===== src/rtl/adc_pkg.sv =====
// Shared flash-ADC constants and Gray helpers used by the encoder and the decoder.
// Pure package: no state and no flow control.
package adc_pkg;

    localparam int GW = 5;
    localparam int TW = 2**GW;

    typedef struct packed {
        logic [GW-1:0] g;
        logic          ovr;
        logic          err;
    } res_t;

    function automatic logic [GW-1:0] bin2gray(input logic [GW-1:0] b);
        return b ^ (b >> 1);
    endfunction

    function automatic logic [GW-1:0] gray2bin(input logic [GW-1:0] g);
        logic [GW-1:0] b;
        b[GW-1] = g[GW-1];
        for (int i = GW-2; i >= 0; i--) begin
            b[i] = b[i+1] ^ g[i];
        end
        return b;
    endfunction

endpackage


===== src/rtl/bubble_fix_tw.sv =====
// Three-input majority vote across a thermometer word, edges padded with 1 below and 0 above.
// Combinational, zero latency, no flow control.
module bubble_fix_tw #(
    parameter int TW = 32
) (
    input  logic [TW-1:0] i_t,
    output logic [TW-1:0] o_c
);

    logic [TW+1:0] w_ext;

    assign w_ext = {1'b0, i_t, 1'b1};

    for (genvar i = 0; i < TW; i++) begin : g_vote
        assign o_c[i] = (w_ext[i]   & w_ext[i+1]) |
                        (w_ext[i]   & w_ext[i+2]) |
                        (w_ext[i+1] & w_ext[i+2]);
    end

endmodule


===== src/rtl/enc_therm32_gray5.sv =====
// Thermometer-to-Gray encoder: capture, bubble-correct, then popcount/saturate/Gray.
// Result two edges after capture; accepts a sample every cycle, never stalls.
module enc_therm32_gray5
    import adc_pkg::*;
#(
    parameter int TW = adc_pkg::TW,
    parameter int GW = adc_pkg::GW
) (
    input  logic          clk,
    input  logic          rst,
    input  logic          in_valid,
    input  logic [TW-1:0] T,
    output logic          out_valid,
    output logic [GW-1:0] G,
    output logic          ovr,
    output logic          err
);

    logic          r_s1_vld;
    logic [TW-1:0] r_s1_t;
    logic          r_s2_vld;
    logic [TW-1:0] r_s2_c;
    logic          r_s3_vld;
    res_t          r_s3;

    logic [TW-1:0] w_c;
    logic [GW-1:0] w_cnt;
    logic [GW-1:0] w_n;
    logic          w_ovr;
    logic          w_err;

    bubble_fix_tw #(
        .TW (TW)
    ) u_bubble_fix (
        .i_t (r_s1_t),
        .o_c (w_c)
    );

    // Ones-count over the lower TW-1 bits tolerates leftover bubbles better than edge search.
    always_comb begin
        w_cnt = '0;
        for (int i = 0; i < TW-1; i++) begin
            w_cnt = w_cnt + {{(GW-1){1'b0}}, r_s2_c[i]};
        end
    end

    assign w_ovr = r_s2_c[TW-1];
    assign w_n   = w_ovr ? '1 : w_cnt;
    assign w_err = |(~r_s2_c[TW-2:0] & r_s2_c[TW-1:1]);

    always_ff @(posedge clk or posedge rst) begin
        if (rst) begin
            r_s1_vld <= 1'b0;
            r_s1_t   <= '0;
            r_s2_vld <= 1'b0;
            r_s2_c   <= '0;
            r_s3_vld <= 1'b0;
            r_s3     <= '0;
        end else begin
            r_s1_vld <= in_valid;
            if (in_valid) begin
                r_s1_t <= T;
            end
            r_s2_vld <= r_s1_vld;
            if (r_s1_vld) begin
                r_s2_c <= w_c;
            end
            r_s3_vld <= r_s2_vld;
            if (r_s2_vld) begin
                r_s3.g   <= bin2gray(w_n);
                r_s3.ovr <= w_ovr;
                r_s3.err <= w_err;
            end
        end
    end

    assign out_valid = r_s3_vld;
    assign G         = r_s3.g;
    assign ovr       = r_s3.ovr;
    assign err       = r_s3.err;

endmodule


===== config.mk =====
export PLATFORM = sky130hd
export DESIGN_NAME = enc_therm32_gray5
export DESIGN_NICKNAME = d
export VERILOG_FILES = /design/src/rtl/adc_pkg.sv /design/src/rtl/bubble_fix_tw.sv /design/src/rtl/enc_therm32_gray5.sv
export SDC_FILE = /design/constraint.sdc
export NUM_CORES = 1
export LEC_CHECK = 0
export CAP_MARGIN = 20
export CORE_AREA = 2 2 98 90
export CTS_CLUSTER_DIAMETER = 80
export DETAILED_ROUTE_END_ITERATION = 7
export DIE_AREA = 0 0 100 92
export PLACE_DENSITY_LB_ADDON = 0.15
export RECOVER_POWER = 100
export SETUP_SLACK_MARGIN = 0.2
export SLEW_MARGIN = 0
export SYNTH_ARGS = -nofsm -noshare
export SYNTH_HDL_FRONTEND = slang
export SYNTH_SLANG_ARGS = --single-unit

===== constraint.sdc =====
create_clock -name clk -period 6.54 [get_ports clk]
set_input_delay 0.981 -clock clk [delete_from_list [all_inputs] [get_ports clk]]
set_output_delay 0.981 -clock clk [all_outputs]
set_load 0.03 [all_outputs]

# After elaboration in Yosys (flattened, before gate mapping)
# Index checks and enable logic that the tools add are counted.
[totals] register_bits=74 in_bits=35 latch_bits=0 elab_cells=166 output_inout_bits=8 ram_bits=0 mem_count=0 mem_bits_ro=0
[op_classes] shift=0 n_addsub=30 bitwise_logic=126 n_mul=0 muxes=1 div=0 n_eq_ne=0 reduce_logical=1 n_lt_le_gt_ge=0
[ops] cell="$add 5x1->5" count=26
[ops] cell="$or 1x1->1" count=62
[ops] cell="$and 1x1->1" count=61
[ops] cell="$and 31x31->31" count=1
[ops] cell="$not 31->31" count=1
[ops] cell="$reduce_or 31->1" count=1
[ops] cell="$add 4x1->5" count=1
[ops] cell="$mux 5" count=1
[ops] cell="$xor 5x4->5" count=1
[ops] cell="$add 3x1->4" count=1
[ops] cell="$add 2x1->3" count=1
[ops] cell="$add 1x1->2" count=1

# Logic depth before layout (Yosys ltp)
# Gate-level depths: netlist of the first run.
[logic_depth] ltp_word=32 mapped_depth=17 ltp_nobuf=17

# Hierarchy
# A second synthesis of the first run with hierarchy kept.
[hier_totals] cells_unflattened=331 hier_area_um2=3995.1
[by_module_without_submodules] mod="enc_therm32_gray5" seq_area_each_um2=1851.8 cells_each=299 area_per_inst_um2=3644.7 instances=1
[by_module_without_submodules] mod="bubble_fix_tw" seq_area_each_um2=0.0 cells_each=32 area_per_inst_um2=350.3 instances=1

# Worst setup path before layout of the first run
# No wires, ideal clock.
[synth_path] path_type="register to register" from="register r_s2_c[17]" to="register r_s3, in the netlist G[3]" path_slack_ps=1596 required_ps=6470 period_less_slack_ps=4944 arrival_time_ps=4874 n_path_buf=0 stages_incl_launch_ff=17 setup_time_ps=70 path_cell_list="dfrtp_1 > fa_1 > inv_1 > fa_1 > inv_1 > fa_1 > inv_1 > fa_1 > fa_1 > fa_1 > fa_1 > inv_1 > fa_1 > a211oi_1 > nor2_1 > a2111o_1 > nand3_1"
[synth_via] elab_chain_cells=16
[synth_rtl] element="start: declaration" line="enc_therm32_gray5.sv:22" text="logic [TW-1:0] r_s2_c;"
[synth_rtl] element="start signal: assignment" line="enc_therm32_gray5.sv:66" text="r_s2_c <= w_c;"
[synth_rtl] element="$add 5x1->5 (14 in a row)" line="enc_therm32_gray5.sv:43" text="w_cnt = w_cnt + {{(GW-1){1'b0}}, r_s2_c[i]};"
[synth_rtl] element="$mux 5" line="enc_therm32_gray5.sv:48" text="assign w_n = w_ovr ? '1 : w_cnt;"
[synth_rtl] element="$xor 5x4->5" line="adc_pkg.sv:15" text="return b ^ (b >> 1);"
[synth_rtl] element="end: declaration" line="enc_therm32_gray5.sv:24" text="res_t r_s3;"
# No other way between the ends.
# A chain may end at the register's enable or synchronous reset.

# Worst setup path in the final report of the first run
# Same ends and word-level chain as after synthesis.

==> results of run 1 <==
-- worst max-delay path by stage --
stage / from / cells after the start / slack [ns] / endpoint
global route: rst / 3 / 0.90 / r_s2_c[1]$_DFFE_PP0P_
floorplan: r_s2_c[17]$_DFFE_PP0P_ / 16 / 1.60 / G[3]$_DFFE_PP0P_
finish: r_s2_c[17]$_DFFE_PP0P_ / 16 / 1.36 / G[3]$_DFFE_PP0P_
global placement: r_s2_c[17]$_DFFE_PP0P_ / 16 / 1.50 / G[3]$_DFFE_PP0P_
detailed placement: r_s2_c[17]$_DFFE_PP0P_ / 16 / 1.37 / G[3]$_DFFE_PP0P_
CTS: r_s2_c[17]$_DFFE_PP0P_ / 16 / 1.34 / G[3]$_DFFE_PP0P_
-- worst reg2reg max path: stages, from the launching register on --
cell	delay, ns
sky130_fd_sc_hd__dfrtp_1	0.43
sky130_fd_sc_hd__fa_1	0.54
sky130_fd_sc_hd__inv_1	0.05
sky130_fd_sc_hd__fa_1	0.49
sky130_fd_sc_hd__inv_1	0.05
sky130_fd_sc_hd__fa_1	0.47
sky130_fd_sc_hd__inv_1	0.05
sky130_fd_sc_hd__fa_1	0.46
sky130_fd_sc_hd__fa_1	0.48
sky130_fd_sc_hd__fa_1	0.51
sky130_fd_sc_hd__fa_1	0.18
sky130_fd_sc_hd__inv_1	0.06
sky130_fd_sc_hd__fa_1	0.41
sky130_fd_sc_hd__a211oi_1	0.34
sky130_fd_sc_hd__nor2_1	0.13
sky130_fd_sc_hd__a2111o_1	0.40
sky130_fd_sc_hd__nand3_1	0.07
-- cells in the mapped netlist (all sizes together) (4+ instances only) --
library cell,instances,area [µm²]
a21oi,7,35.03
clkbuf,7,26.28
dfrtp,74,1852
fa,23,460.4
ha,7,87.58
inv,46,172.7
maj3,29,290.3
mux2,42,473.0
nand2,21,78.83
nand2b,13,81.33
nor2,7,26.28
o2111ai,4,35.03
o21ai,25,125.1
-- cell families after synthesis --
logic type	count (synthesis)
xor gates and xnor gates	3
and+or+nand+nor	53
muxes	43
adders and majority gates	59
DFF	74
buffers and inverters	56
AOI/OAI and AO/OA	51
-- stage by stage --
| step | hold slack [ns] | utilization, % |
|---|---|---|
| final | 0.4847 | 56.49 |
| after floorplan | 0.3519 | - |
| after detailed placement | 0.4794 | 54.28 |
| after global placement | 0.4726 | 54.28 |
| after CTS | 0.4968 | 56.63 |
| after global routing | 0.5160 | 56.49 |
-- routing by layer --
metal / vias up / wire (µm)
li1: 1239 / -
met1: 1250 / 3631
met2: 45 / 3289
met3: 9 / 259
met4: 0 / 103
met5: - / 0
-- area by class of cell --
| class | count | area, µm² | share of cell area (%) |
|---|---|---|---|
| Clock buffer | 10 | 127.6 | 2.713 |
| Inverter | 46 | 172.7 | 3.670 |
| Clock inverter | 6 | 67.56 | 1.436 |
| Tap cell | 102 | 127.6 | 2.713 |
| Sequential cell | 74 | 1852 | 39.36 |
| Timing Repair Buffer | 45 | 431.7 | 9.176 |
| Multi-Input combinational cell | 209 | 1926 | 40.93 |
-- registers in the layout, indices dropped and copies added (netlist names) --
| name | flops |
|---|---|
| err | 1 |
| r_s1_t | 32 |
| r_s2_vld | 1 |
| G | 5 |
| ovr | 1 |
| out_valid | 1 |
| r_s2_c | 32 |
| r_s1_vld | 1 |
==> qor.json, run 1 <==
{
  "finalClockSkew": {"value": 0.01089, "unit": "ns"},
  "wl_per_cell": {"value": 14.80, "unit": "µm"},
  "detail_routed_via_count_per_cell": {"value": 5.169},
  "leftover_overflow_at_the_end_of_global_routing": {"value": 0},
  "ctsHtreeMaxLevel": {"value": 3},
  "compound_gate_fraction_of_synth_area": {"value": 7.907, "unit": "%"},
  "rr_startpoint": {"value": "r_s2_c[17]$_DFFE_PP0P_"},
  "finalCritPeriodShare": {"value": 79.26, "unit": "%"},
  "layout.cells.most_common_list": {"value": "sky130_fd_sc_hd__dfrtp_1 (74), sky130_fd_sc_hd__inv_1 (45), sky130_fd_sc_hd__mux2_2 (42), sky130_fd_sc_hd__clkdlybuf4s50_1 (32), sky130_fd_sc_hd__maj3_1 (29)"},
  "status": {"value": "complete, but fails checks"},
  "grt_use_total": {"value": 18.03, "unit": "%"},
  "via_count": {"value": 2543},
  "grt_antenna_before_repair": {"value": 0},
  "post_cts_buffers": {"value": 0},
  "fin_area": {"value": 4705, "unit": "µm²"},
  "drive_above_1_share": {"value": 15.38, "unit": "%"},
  "routabilityCongestion": {"value": 0.8530},
  "cts-hold-fix-buffers": {"value": 0},
  "category_of_the_most_critical_setup_path": {"value": "flop to flop"},
  "holdPathStages": {"value": 1},
  "core_area": {"value": 8328, "unit": "µm²"},
  "achievable-frequency": {"value": 0.1929, "unit": "GHz"},
  "crit_family": {"value": "adder cells"},
  "grt_max_degree": {"value": 75},
  "syn_avg_cell_area": {"value": 11.76, "unit": "µm²"},
  "synth-simple-area-share": {"value": 6.589, "unit": "%"},
  "io_buffers": {"value": 42},
  "worst_setup_path_end_kind": {"value": "flop"},
  "seq_area_frac_synth": {"value": 46.44, "unit": "%"},
  "setup_viol_count_final": {"value": 0},
  "use_met1": {"value": 25.57, "unit": "%"},
  "synthesized_area": {"value": 3988, "unit": "µm²"},
  "holdCritPathClass": {"value": "flop to flop"},
  "area_growth_syn_to_layout": {"value": 17.98, "unit": "%"},
  "mostFrequentLayoutCell": {"value": "sky130_fd_sc_hd__dfrtp_1"},
  "synth_enable_flop_cells": {"value": 0},
  "globalRouteMet2Util": {"value": 27.31, "unit": "%"},
  "ys_ff_latch": {"value": 74},
  "path_common_cell": {"value": "sky130_fd_sc_hd__fa_1"},
  "count_of_yosys_warnings_during_synthesis": {"value": 0},
  "drtPass1Iterations": {"value": 4},
  "worst_reg2reg_path_endpoint": {"value": "G[3]$_DFFE_PP0P_"},
  "dp_worst_setup_slack": {"value": 1.366, "unit": "ns"},
  "synth_top_family_by_area": {"value": "adder cells"},
  "cts_resized": {"value": 0},
  "insertedDiodeCount": {"value": 0},
  "synthAdderAreaFrac": {"value": 21.02, "unit": "%"},
  "root_buffer": {"value": "sky130_fd_sc_hd__clkbuf_8"},
  "placementRows": {"value": 32},
  "drt_iter0_markers": {"value": 84},
  "layout.nets": {"value": 450},
  "worstRegToRegCells": {"value": 16},
  "final-max-slew-violation-count": {"value": 165},
  "worst_path_cell_with_the_longest_stage_delay": {"value": "sky130_fd_sc_hd__fa_1"},
  "die_w": {"value": 100, "unit": "µm"},
  "clk_transition_reported_paths": {"value": 0.08, "unit": "ns"},
  "clock_tree.buffer_depth": {"value": 2},
  "antenna_violating_nets_post_route": {"value": 0},
  "start_util": {"value": 47.88, "unit": "%"},
  "die-area": {"value": 9200, "unit": "µm²"},
  "mappedNetlistNets": {"value": 404},
  "synth_cells": {"value": 339},
  "cts_num_sinks": {"value": 74},
  "critPathMaxFanout": {"value": 4},
  "drcViolationCount": {"value": 0},
  "yosys.area_share.xor_xnor": {"value": 0.6589, "unit": "%"},
  "detail_route.wirelength": {"value": 7283, "unit": "µm"},
  "timing.final.hold_violations": {"value": 0},
  "synthMuxAreaShare": {"value": 12.11, "unit": "%"},
  "layout_setup_ws": {"value": 1.357, "unit": "ns"},
  "tritoncts.num_buffers": {"value": 9},
  "grtUsageMet3": {"value": 4.726, "unit": "%"},
  "setup.worst_path.start_class": {"value": "flop"},
  "max_cap_viols": {"value": 3},
  "place.detailed.instances": {"value": 476},
  "ys.flop_type": {"value": "sky130_fd_sc_hd__dfrtp_1"},
  "grt_setup_unrepaired": {"value": "no"},
  "via_count_of_the_first_global_routing_pass": {"value": 2633},
  "totalNegativeSetupSlack": {"value": 0, "unit": "ns"},
  "post_dp_cell_area": {"value": 4521, "unit": "µm²"},
  "origin_of_the_worst_min_delay_path": {"value": "G[4]$_DFFE_PP0P_"},
  "chip_height": {"value": 92, "unit": "µm"},
  "worst_skew_pair.late_latency": {"value": 0.35, "unit": "ns"},
  "r2r_setup_slack": {"value": 1.36, "unit": "ns"},
  "required": {"value": 6.82, "unit": "ns"},
  "synth.distinct_cells": {"value": 37},
  "async_reset_ff_share": {"value": 100.0, "unit": "%"},
  "worstPathArrival": {"value": 5.47, "unit": "ns"},
  "grt_pass1_wl": {"value": 12760, "unit": "µm"},
  "timing_worst_slew_pin_value": {"value": 3.865, "unit": "ns"},
  "worst-path-buf-inv": {"value": 4},
  "timing.critical_path.cells": {"value": "fa_1, inv_1, fa_1, inv_1, fa_1, inv_1, fa_1, fa_1, fa_1, fa_1, inv_1, fa_1, a211oi_1, nor2_1, a2111o_1, nand3_1"},
  "place_hpwl": {"value": 5458, "unit": "µm"},
  "slew_headroom": {"value": -157.7, "unit": "%"},
  "violations_in_the_final_reports": {"value": "max-capacitance violations, max-slew violations"},
  "io_pins": {"value": 43},
  "endpoint_of_the_worst_hold_timing_path": {"value": "G[4]$_DFFE_PP0P_"},
  "finalWorstPathRequiredPeriod": {"value": 5.183, "unit": "ns"},
  "tritoncts": {"value": "yes"},
  "layer_with_the_highest_usage": {"value": "met2"},
  "fill_cells": {"value": 743},
  "max_stage_delay": {"value": 0.54, "unit": "ns"},
  "final-instance-count-excl-fill": {"value": 492}
}
Power of run 1 is left out: the tool's default activity adds up to more than one toggle a clock period on the data nets, which glitch-free logic cannot reach.
==> run 2: changes to the inputs <==
==> constraint.sdc (replaced) <==
create_clock -name clk -period 5.1 [get_ports clk]
set_input_delay 0.765 -clock clk [delete_from_list [all_inputs] [get_ports clk]]
set_output_delay 0.765 -clock clk [all_outputs]
set_load 0.03 [all_outputs]
==> qor.json, run 2 (synthesis gave the netlist of run 1 again) <==
{
  "core_area": {"value": 8328, "unit": "µm²"},
  "layout.nets": {"value": 455},
  "slew_headroom": {"value": -34.59, "unit": "%"},
  "area_growth_syn_to_layout": {"value": 20.71, "unit": "%"},
  "clk_transition_reported_paths": {"value": 0.07, "unit": "ns"},
  "via_count_of_the_first_global_routing_pass": {"value": 2651},
  "place_hpwl": {"value": 5575, "unit": "µm"},
  "setup_viol_count_final": {"value": 0},
  "finalWorstPathRequiredPeriod": {"value": 5.030, "unit": "ns"},
  "achievable-frequency": {"value": 0.1988, "unit": "GHz"},
  "worstPathArrival": {"value": 5.33, "unit": "ns"},
  "grt_max_degree": {"value": 56},
  "insertedDiodeCount": {"value": 0},
  "placementRows": {"value": 32},
  "holdCritPathClass": {"value": "flop to flop"},
  "setup.worst_path.start_class": {"value": "flop"},
  "timing.final.hold_violations": {"value": 0},
  "detail_route.wirelength": {"value": 7470, "unit": "µm"},
  "grt_setup_unrepaired": {"value": "yes"},
  "tritoncts.num_buffers": {"value": 9},
  "routabilityCongestion": {"value": 0.8501},
  "via_count": {"value": 2577},
  "top_layer_used": {"value": "met4"},
  "final-max-slew-violation-count": {"value": 90},
  "worst_skew_pair.late_latency": {"value": 0.36, "unit": "ns"},
  "violations_in_the_final_reports": {"value": "max-capacitance violations, max-slew violations"},
  "wl_per_cell": {"value": 15.03, "unit": "µm"},
  "met2_length": {"value": 3379, "unit": "µm"},
  "clock_tree.buffer_depth": {"value": 2},
  "detail_routed_via_count_per_cell": {"value": 5.185},
  "met3_wirelength": {"value": 234, "unit": "µm"},
  "die-area": {"value": 9200, "unit": "µm²"},
  "antenna_violating_nets_post_route": {"value": 0},
  "leftover_overflow_at_the_end_of_global_routing": {"value": 0},
  "die_w": {"value": 100, "unit": "µm"},
  "drive_above_1_share": {"value": 19.24, "unit": "%"},
  "critPathMaxFanout": {"value": 3},
  "totalNegativeSetupSlack": {"value": 0, "unit": "ns"},
  "grt_pass1_wl": {"value": 13120, "unit": "µm"},
  "ctsHtreeMaxLevel": {"value": 3},
  "max_cap_viols": {"value": 2},
  "io_buffers": {"value": 42},
  "fill_cells": {"value": 740},
  "timing_worst_slew_pin_value": {"value": 2.019, "unit": "ns"},
  "cts-hold-fix-buffers": {"value": 0},
  "worst_setup_path_end_kind": {"value": "flop"},
  "finalClockSkew": {"value": 0.008261, "unit": "ns"},
  "grt_antenna_before_repair": {"value": 0},
  "status": {"value": "complete, but fails checks"},
  "layout.cells.most_common_list": {"value": "sky130_fd_sc_hd__dfrtp_1 (73), sky130_fd_sc_hd__inv_1 (44), sky130_fd_sc_hd__mux2_2 (42), sky130_fd_sc_hd__clkdlybuf4s50_1 (32), sky130_fd_sc_hd__maj3_1 (29)"},
  "grt_use_total": {"value": 18.63, "unit": "%"},
  "mostFrequentLayoutCell": {"value": "sky130_fd_sc_hd__dfrtp_1"},
  "final-instance-count-excl-fill": {"value": 497},
  "drt_iter0_markers": {"value": 102},
  "category_of_the_most_critical_setup_path": {"value": "flop to flop"},
  "drcViolationCount": {"value": 0},
  "drtPass1Iterations": {"value": 4},
  "root_buffer": {"value": "sky130_fd_sc_hd__clkbuf_8"},
  "tritoncts": {"value": "yes"},
  "chip_height": {"value": 92, "unit": "µm"},
  "cts_num_sinks": {"value": 74},
  "place.detailed.instances": {"value": 476},
  "io_pins": {"value": 43},
  "finalCritPeriodShare": {"value": 98.64, "unit": "%"},
  "wl_met1": {"value": 3713, "unit": "µm"},
  "required": {"value": 5.40, "unit": "ns"},
  "start_util": {"value": 47.88, "unit": "%"}
}
[run 2: cell type report]
class                      instances  area [µm²]  area share (%)
clock inverter                     5       78.83           1.638
tap                              102       127.6           2.651
sequential                        74        1853           38.50
multi-input combinational        209        1988           41.30
clock buffer                      11       131.4           2.729
timing repair buffer              50       461.7           9.592
inverter                          46       172.7           3.587
[run 2: final timing paths]
check / from / to / cells after the start / slack (ns)
max: r_s2_c[17]$_DFFE_PP0P_ / G[3]$_DFFE_PP0P_ / 16 / 0.07
min: G[0]$_DFFE_PP0P_ / G[0]$_DFFE_PP0P_ / 1 / 0.49
max reg2reg: r_s2_c[17]$_DFFE_PP0P_ / G[3]$_DFFE_PP0P_ / 16 / 0.07
min reg2reg: G[0]$_DFFE_PP0P_ / G[0]$_DFFE_PP0P_ / 1 / 0.49
max in group asynchronous: rst / r_s2_c[21]$_DFFE_PP0P_ / 3 / 2.22
min in group asynchronous: rst / r_s1_t[18]$_DFFE_PP0P_ / 2 / 1.00
[run 2: routing by layer]
metal | track usage [%] | vias to the layer above
li1 | - | 1242
met1 | 26.53 | 1291
met2 | 27.59 | 33
met3 | 4.421 | 11
met4 | 7.534 | 0
met5 | 0 | -
[run 2: stage by stage]
step	setup slack (ns)	hold WS (ns)	util [%]	area (µm²)
global placement	0.1088	0.4702	54.34	4526
global route	-0.09177	0.5223	57.80	4813
detailed placement	-0.09038	0.4737	54.34	4526
finish	0.06951	0.4851	57.80	4813
floorplan	0.2026	0.3519	-	3993
CTS	0.08274	0.4908	57.57	4795
[run 2: repair_timing]
| action | CTS | global route |
|---|---|---|
| hold endpoints to repair | 0 | 0 |
| resized for setup | 8 | 8 |
| gates cloned | 0 | 0 |
| buffers inserted | 4 | 0 |
| setup endpoints to repair | 3 | 5 |
| pin swaps | 7 | 4 |
[run 2: critical path, cell delays in order (launching register included)]
cell                       delay [ns]
sky130_fd_sc_hd__dfrtp_1         0.40
sky130_fd_sc_hd__fa_1            0.53
sky130_fd_sc_hd__inv_1           0.05
sky130_fd_sc_hd__fa_1            0.50
sky130_fd_sc_hd__inv_1           0.05
sky130_fd_sc_hd__fa_1            0.48
sky130_fd_sc_hd__inv_1           0.05
sky130_fd_sc_hd__fa_1            0.49
sky130_fd_sc_hd__fa_1            0.44
sky130_fd_sc_hd__fa_1            0.52
sky130_fd_sc_hd__fa_2            0.21
sky130_fd_sc_hd__inv_2           0.04
sky130_fd_sc_hd__fa_2            0.36
sky130_fd_sc_hd__a211o_4         0.37
sky130_fd_sc_hd__a211oi_2        0.21
sky130_fd_sc_hd__a32oi_1         0.15
sky130_fd_sc_hd__nand3_1         0.11
Power of run 2 is left out for the same reason.
==> run 3: changes to the inputs <==
--- a/config.mk
+++ b/config.mk
@@ -5,6 +5,7 @@
 export SDC_FILE = /design/constraint.sdc
 export NUM_CORES = 1
 export LEC_CHECK = 0
+export ABC_CLOCK_PERIOD_IN_PS = 5100
 export CAP_MARGIN = 20
 export CORE_AREA = 2 2 98 90
 export CTS_CLUSTER_DIAMETER = 80
==> constraint.sdc (replaced) <==
create_clock -name clk -period 5.1 [get_ports clk]
set_input_delay 0.765 -clock clk [delete_from_list [all_inputs] [get_ports clk]]
set_output_delay 0.765 -clock clk [all_outputs]
set_load 0.005 [all_outputs]
==> results of run 3 <==
Final layout, timing and power as in run 2 (identical DEF).
Power of run 3 is left out for the same reason.
